[src/rtl/rr_grant_ctrl_if.sv]
// Handshake bundle between requesters and the round-robin grant controller.
// master = requester side, slave = arbiter side.
interface rr_grant_ctrl_if #(
    parameter int N    = 8,
    parameter int LOGN = 3
);
    logic [N-1:0]    req;
    logic            done;
    logic [N-1:0]    gnt;
    logic [LOGN-1:0] gnt_idx;
    logic            gnt_valid;
    logic            timeout;

    modport master (
        output req, done,
        input  gnt, gnt_idx, gnt_valid, timeout
    );

    modport slave (
        input  req, done,
        output gnt, gnt_idx, gnt_valid, timeout
    );
endinterface

[src/rtl/rr_grant_ctrl.sv]
// Round-robin grant controller: holds a registered one-hot grant until release, then rotates priority.
// Optional forced release after MAXHOLD cycles is enabled by defining RR_GRANT_TIMEOUT_EN.
module rr_grant_ctrl #(
    parameter int N       = 8,
    parameter int LOGN    = 3,
    parameter int MAXHOLD = 16
) (
    input  logic           clk,
    input  logic           reset,
    rr_grant_ctrl_if.slave bus
);
    typedef enum logic {IDLE = 1'b0, OWN = 1'b1} state_t;

    if (N < 2 || N > 16 || (1 << LOGN) < N || MAXHOLD < 1 || MAXHOLD > 255) begin : g_bad_params
        $error("rr_grant_ctrl: illegal parameter combination");
    end

    state_t          state_q, state_d;
    logic [N-1:0]    gnt_q, gnt_d;
    logic [LOGN-1:0] idx_q, idx_d;
    logic [LOGN-1:0] ptr_q, ptr_d;

    logic [N-1:0]    arb_req;
    logic [LOGN-1:0] arb_ptr;
    logic            arb_found;
    logic [LOGN-1:0] arb_idx;
    logic [LOGN-1:0] ptr_next;
    logic            owner_req;
    logic            force_rel;
    logic            release_now;

`ifdef RR_GRANT_TIMEOUT_EN
    logic [7:0] hold_q, hold_d;
    logic       timeout_q, timeout_d;

    assign force_rel = (state_q == OWN) && (hold_q == 8'(MAXHOLD - 1)) && !bus.done && owner_req;
`else
    assign force_rel = 1'b0;
`endif

    assign owner_req   = bus.req[idx_q];
    assign ptr_next    = (idx_q == LOGN'(N - 1)) ? '0 : idx_q + LOGN'(1);
    assign release_now = (state_q == OWN) && (bus.done || !owner_req || force_rel);

    // On a release the arbiter already sees the rotated pointer, so the outgoing owner ranks last.
    always_comb begin
        arb_ptr = ptr_q;
        arb_req = bus.req;
        if (state_q == OWN) begin
            arb_ptr = ptr_next;
            if (bus.done || force_rel) begin
                arb_req = bus.req & ~gnt_q;
            end
        end
    end

    always_comb begin
        logic [LOGN:0] pos;
        arb_found = 1'b0;
        arb_idx   = '0;
        pos       = '0;
        for (int k = 0; k < N; k++) begin
            pos = {1'b0, arb_ptr} + (LOGN + 1)'(k);
            if (pos >= (LOGN + 1)'(N)) begin
                pos = pos - (LOGN + 1)'(N);
            end
            if (!arb_found && arb_req[pos[LOGN-1:0]]) begin
                arb_found = 1'b1;
                arb_idx   = pos[LOGN-1:0];
            end
        end
    end

    always_ff @(posedge clk or negedge reset) begin
        if (!reset) begin
            state_q   <= IDLE;
            gnt_q     <= '0;
            idx_q     <= '0;
            ptr_q     <= '0;
`ifdef RR_GRANT_TIMEOUT_EN
            hold_q    <= '0;
            timeout_q <= 1'b0;
`endif
        end else begin
            state_q   <= state_d;
            gnt_q     <= gnt_d;
            idx_q     <= idx_d;
            ptr_q     <= ptr_d;
`ifdef RR_GRANT_TIMEOUT_EN
            hold_q    <= hold_d;
            timeout_q <= timeout_d;
`endif
        end
    end

    always_comb begin
        state_d = state_q;
        gnt_d   = gnt_q;
        idx_d   = idx_q;
        ptr_d   = ptr_q;
`ifdef RR_GRANT_TIMEOUT_EN
        hold_d    = hold_q;
        timeout_d = 1'b0;
`endif
        case (state_q)
            IDLE: begin
                if (arb_found) begin
                    state_d = OWN;
                    gnt_d   = {{(N - 1){1'b0}}, 1'b1} << arb_idx;
                    idx_d   = arb_idx;
`ifdef RR_GRANT_TIMEOUT_EN
                    hold_d  = '0;
`endif
                end
            end
            OWN: begin
                if (release_now) begin
                    ptr_d = ptr_next;
`ifdef RR_GRANT_TIMEOUT_EN
                    timeout_d = force_rel;
                    hold_d    = '0;
`endif
                    if (arb_found) begin
                        gnt_d = {{(N - 1){1'b0}}, 1'b1} << arb_idx;
                        idx_d = arb_idx;
                    end else begin
                        state_d = IDLE;
                        gnt_d   = '0;
                        idx_d   = '0;
                    end
                end else begin
`ifdef RR_GRANT_TIMEOUT_EN
                    hold_d = hold_q + 8'd1;
`endif
                end
            end
        endcase
    end

    always_comb begin
        bus.gnt       = gnt_q;
        bus.gnt_idx   = idx_q;
        bus.gnt_valid = |gnt_q;
`ifdef RR_GRANT_TIMEOUT_EN
        bus.timeout   = timeout_q;
`else
        bus.timeout   = 1'b0;
`endif
    end
endmodule

[src/flat_wrapper.sv]
// flat-port wrapper written by rule: the top's interface ports become plain ports
module rr_grant_ctrl_flat 
#(
    parameter int N       = 8,
    parameter int LOGN    = 3,
    parameter int MAXHOLD = 16
)
  (clk, reset, bus_req, bus_done, bus_gnt, bus_gnt_idx, bus_gnt_valid, bus_timeout);
  rr_grant_ctrl_if #(.N(N), .LOGN(LOGN)) bus_i ();
  input  logic clk;
  input  logic reset;
  input wire logic [$bits(bus_i.req)-1:0] bus_req;
  input wire logic [$bits(bus_i.done)-1:0] bus_done;
  output wire logic [$bits(bus_i.gnt)-1:0] bus_gnt;
  output wire logic [$bits(bus_i.gnt_idx)-1:0] bus_gnt_idx;
  output wire logic [$bits(bus_i.gnt_valid)-1:0] bus_gnt_valid;
  output wire logic [$bits(bus_i.timeout)-1:0] bus_timeout;
  assign bus_i.req = bus_req;
  assign bus_i.done = bus_done;
  assign bus_gnt = bus_i.gnt;
  assign bus_gnt_idx = bus_i.gnt_idx;
  assign bus_gnt_valid = bus_i.gnt_valid;
  assign bus_timeout = bus_i.timeout;
  rr_grant_ctrl #(.N(N), .LOGN(LOGN), .MAXHOLD(MAXHOLD)) u_core (.clk(clk), .reset(reset), .bus(bus_i));
endmodule
[config.mk]
export PLATFORM = sky130hd
export DESIGN_NAME = rr_grant_ctrl_flat
export DESIGN_NICKNAME = d
export VERILOG_FILES = /design/src/rtl/rr_grant_ctrl_if.sv /design/src/rtl/rr_grant_ctrl.sv /design/src/flat_wrapper.sv
export SDC_FILE = /design/constraint.sdc
export NUM_CORES = 1
export LEC_CHECK = 0
export CORE_MARGIN = 4
export CORE_UTILIZATION = 56
export CTS_CLUSTER_DIAMETER = 50
export CTS_CLUSTER_SIZE = 25
export DETAILED_ROUTE_END_ITERATION = 16
export PLACE_DENSITY = 0.88
export SKIP_LAST_GASP = 1
export SYNTH_ARGS = -nofsm -noshare
export SYNTH_HDL_FRONTEND = slang
export SYNTH_SLANG_ARGS = --single-unit
[constraint.sdc]
create_clock -name clk -period 4.5 [get_ports clk]
set_input_delay 0.675 -clock clk [delete_from_list [all_inputs] [get_ports clk]]
set_output_delay 0.675 -clock clk [all_outputs]
set_load 0.01 [all_outputs]
==> qor.txt <==
Max Cap Viol -> 0
Max Root-Sink Buffers -> 2
Hold depth -> 1
Seq/Total Area, Yosys -> 19.9%
Vias per cell -> 7.22
Gr ovfl total -> 0
Post-synthesis cell count -> 206
Max Slew Vio Count -> 0
Post-synth top area cell -> dfrtp_1
Combinational family with the most area after synthesis -> compound AO/OA/AOI/OAI gates
Multiplexer area fraction after synthesis -> 21.6%
Dpl cells -> 267
Final hold violations -> 0
ANT nets after route -> 0
Synth Cell Area -> 1890 um^2
Top-count cell post-synth -> nand2_1
Data arrival, critical path -> 4340 ps
Post-synth EDFFs -> 0
Routability cong. -> 1.02
N_diodes -> 0
Xor and xnor fraction of the mapped netlist area -> 0.929%
Core ar. -> 3130 um^2
CP Data Required Time -> 4690 ps
Post-synth top flop -> dfrtp_1
Nets@finish -> 243
Num CTS Buffers -> 3
CP cell instances -> ha_1, ha_1, nor3b_4, nor2_4, inv_2, ha_1, xnor2_1, buf_4, mux4_1, and2_1, a41oi_2, o21ai_1, o31ai_1
Worst r2r src -> u_core.bus.gnt_idx[0]
Initial cell density of the core -> 60.3%
Wire per inst -> 20.2 um
Syn_area_per_cell -> 9.15 um^2
Full die area -> 4360 um^2
Max-slew headroom -> 57.2%
Max incr delay on CP -> 630 ps
First-pass GRT wire length -> 9.11 mm
Worst-path clk slew -> 80 ps
Ys Warns -> 0
CTS tree -> yes
Hold_sp -> u_core.ptr_q[1]
DP HPWL -> 4.35 mm
Hold WC Path Type -> flop to flop
Crit Path Class -> flop to flop
Worst-Margin Slew -> 640 ps
Simple-Gate Fraction of Synth Area -> 24.2%
Leading cell types by count after synthesis -> 26 x nand2_1, 19 x nand3_1, 15 x dfrtp_1, 10 x mux2i_1, 10 x o21ai_0
DR pass1 iterations -> 5
Total Routing Usage GR -> 26.7%
Leading post-synthesis cells by cell area -> dfrtp_1 20%, mux4_2 9.6%, mux2i_1 5.3%, nand2_1 5.2%, nand3_1 5.0%
Final period util -> 92.3%
Post-CTS repair timing setup buffer count -> 0
FF-to-FF setup slack -> 350 ps
Vias in the first global route -> 1840
Largest net degree at the start of global routing -> 18
IO buf count -> 22
Worst r2r path cells -> 13
Worst path most repeated cell -> ha_1
Die span in x -> 66.0 um
Critical path launch point type -> flop
R2r endpoint -> u_core.bus.gnt[4]
Setup violators final -> 0
Ys async rst share -> 100%
Cts hold-fix bufs -> 0
Fmax -> 0.241 GHz
Rows -> 20
#FFs+latches synth -> 15
RSZ-0062 raised after global routing -> false
Post-synthesis adder-cell area fraction -> 2.65%
CP top delay family -> compound AO/OA/AOI/OAI gates
Initial drt markers -> 412
Layout cells sized above 1 -> 16.7%
Post-synth top area share -> 19.9%
Worst Path Max Fanout -> 17
Clock sink count -> 15
Hold EP -> u_core.ptr_q[1]
Via count -> 1957
CTS root buf -> clkbuf_4
Initial antenna violation count -> 0
CP Capture Type -> flop
Unique cell type count in the Yosys netlist -> 61
Final wirelength -> 5.48 mm
Area delta synth->final -> 13.8%
Compound-Gate Fraction of Synth Area -> 25.4%
Min cycle time layout -> 4150 ps
IO Count -> 24
Worst path bufs/invs -> 2
Die height -> 66.0 um
Status -> finished clean
Post-Layout Cell Count -> 271
Final Core Density -> 68.6%
Slowest CP cell -> mux4_1
TNS Setup -> 0 ps
DRC errors left -> 0
Clk_skew -> 3.95 ps
Mapped Nets -> 221
H-tree depth -> 1
Clk_lat worst skew -> 280 ps
-- through the flow --
step,worst slack [ps],instance area (um^2),hold slack [ps]
after floorplan,593,1890,379
after global placement,321,2110,490
after detailed placement,270,2110,522
after CTS,262,2140,539
after global routing,100,2150,582
final,346,2150,546
-- layout by cell type (no fill, tap or decap), types with 2 or more instances in the layout --
master           count
a211o_1              2
a211oi_1             3
a21o_1               2
a21oi_1              5
a22oi_1              2
a31oi_1              3
a32o_1               4
and2_1               6
buf_4                4
clkbuf_4             3
clkdlybuf4s50_1     22
dfrtp_1             15
ha_1                 4
inv_2                2
mux2_2               4
mux2i_1             10
mux4_1               2
mux4_2               8
nand2_1             26
nand2b_1             2
nand3_1             19
nand4_1              6
nor2_1               8
nor2b_2              2
nor3b_4              2
nor4_1               2
o211ai_1             9
o21ai_0             10
o21ai_1              2
o31ai_1              6
-- layer usage --
layer	GRT usage, %	vias up	wire (um)
met1	36.4	913	2210
li1	-	865	-
met3	2.04	25	507
met4	9.90	0	198
met2	44.3	154	2560
met5	0	-	0
-- area by class of cell --
type	count	area [um^2]
Inverter	4	15.0
Tap cell	44	55.1
Fill cell	249	982
Sequential cell	15	375
Clock buffer	4	26.3
Multi-Input combinational cell	178	1420
Timing Repair Buffer	26	250
-- flip-flops by register name (all words and copies together), names as in the netlist --
register,cells
u_core.ptr_q,3
u_core.bus.gnt_idx,3
u_core.bus.gnt,8
u_core.state_q,1
-- cells by family after synthesis --
logic type	Yosys count
mux	26
flops	15
compound gates	63
xor+xnor	2
buf+inv	13
other cells	1
simple gates	82
fa+ha+maj	4
-- worst max path at each step --
| stage | from | cells after the start | to | slack, ps |
|---|---|---|---|---|
| after floorplan | u_core.bus.gnt_idx[0] | 11 | u_core.bus.gnt[5] | 590 |
| after global placement | u_core.bus.gnt_idx[0] | 13 | u_core.bus.gnt[3] | 320 |
| after detailed placement | u_core.bus.gnt_idx[0] | 13 | u_core.bus.gnt[4] | 270 |
| after CTS | u_core.bus.gnt_idx[0] | 13 | u_core.bus.gnt[4] | 260 |
| after global routing | u_core.bus.gnt_idx[0] | 13 | u_core.bus.gnt[4] | 100 |
| final | u_core.bus.gnt_idx[0] | 13 | u_core.bus.gnt[4] | 350 |
-- what timing repair did --
action	4_1_cts	5_1_grt
endpoints found under the setup margin	0	9
hold endpoints to repair	0	0
resized for setup	0	2
Power is not shown: default switching activity piles up to over one toggle a cycle in this logic, so the estimate is an artifact.
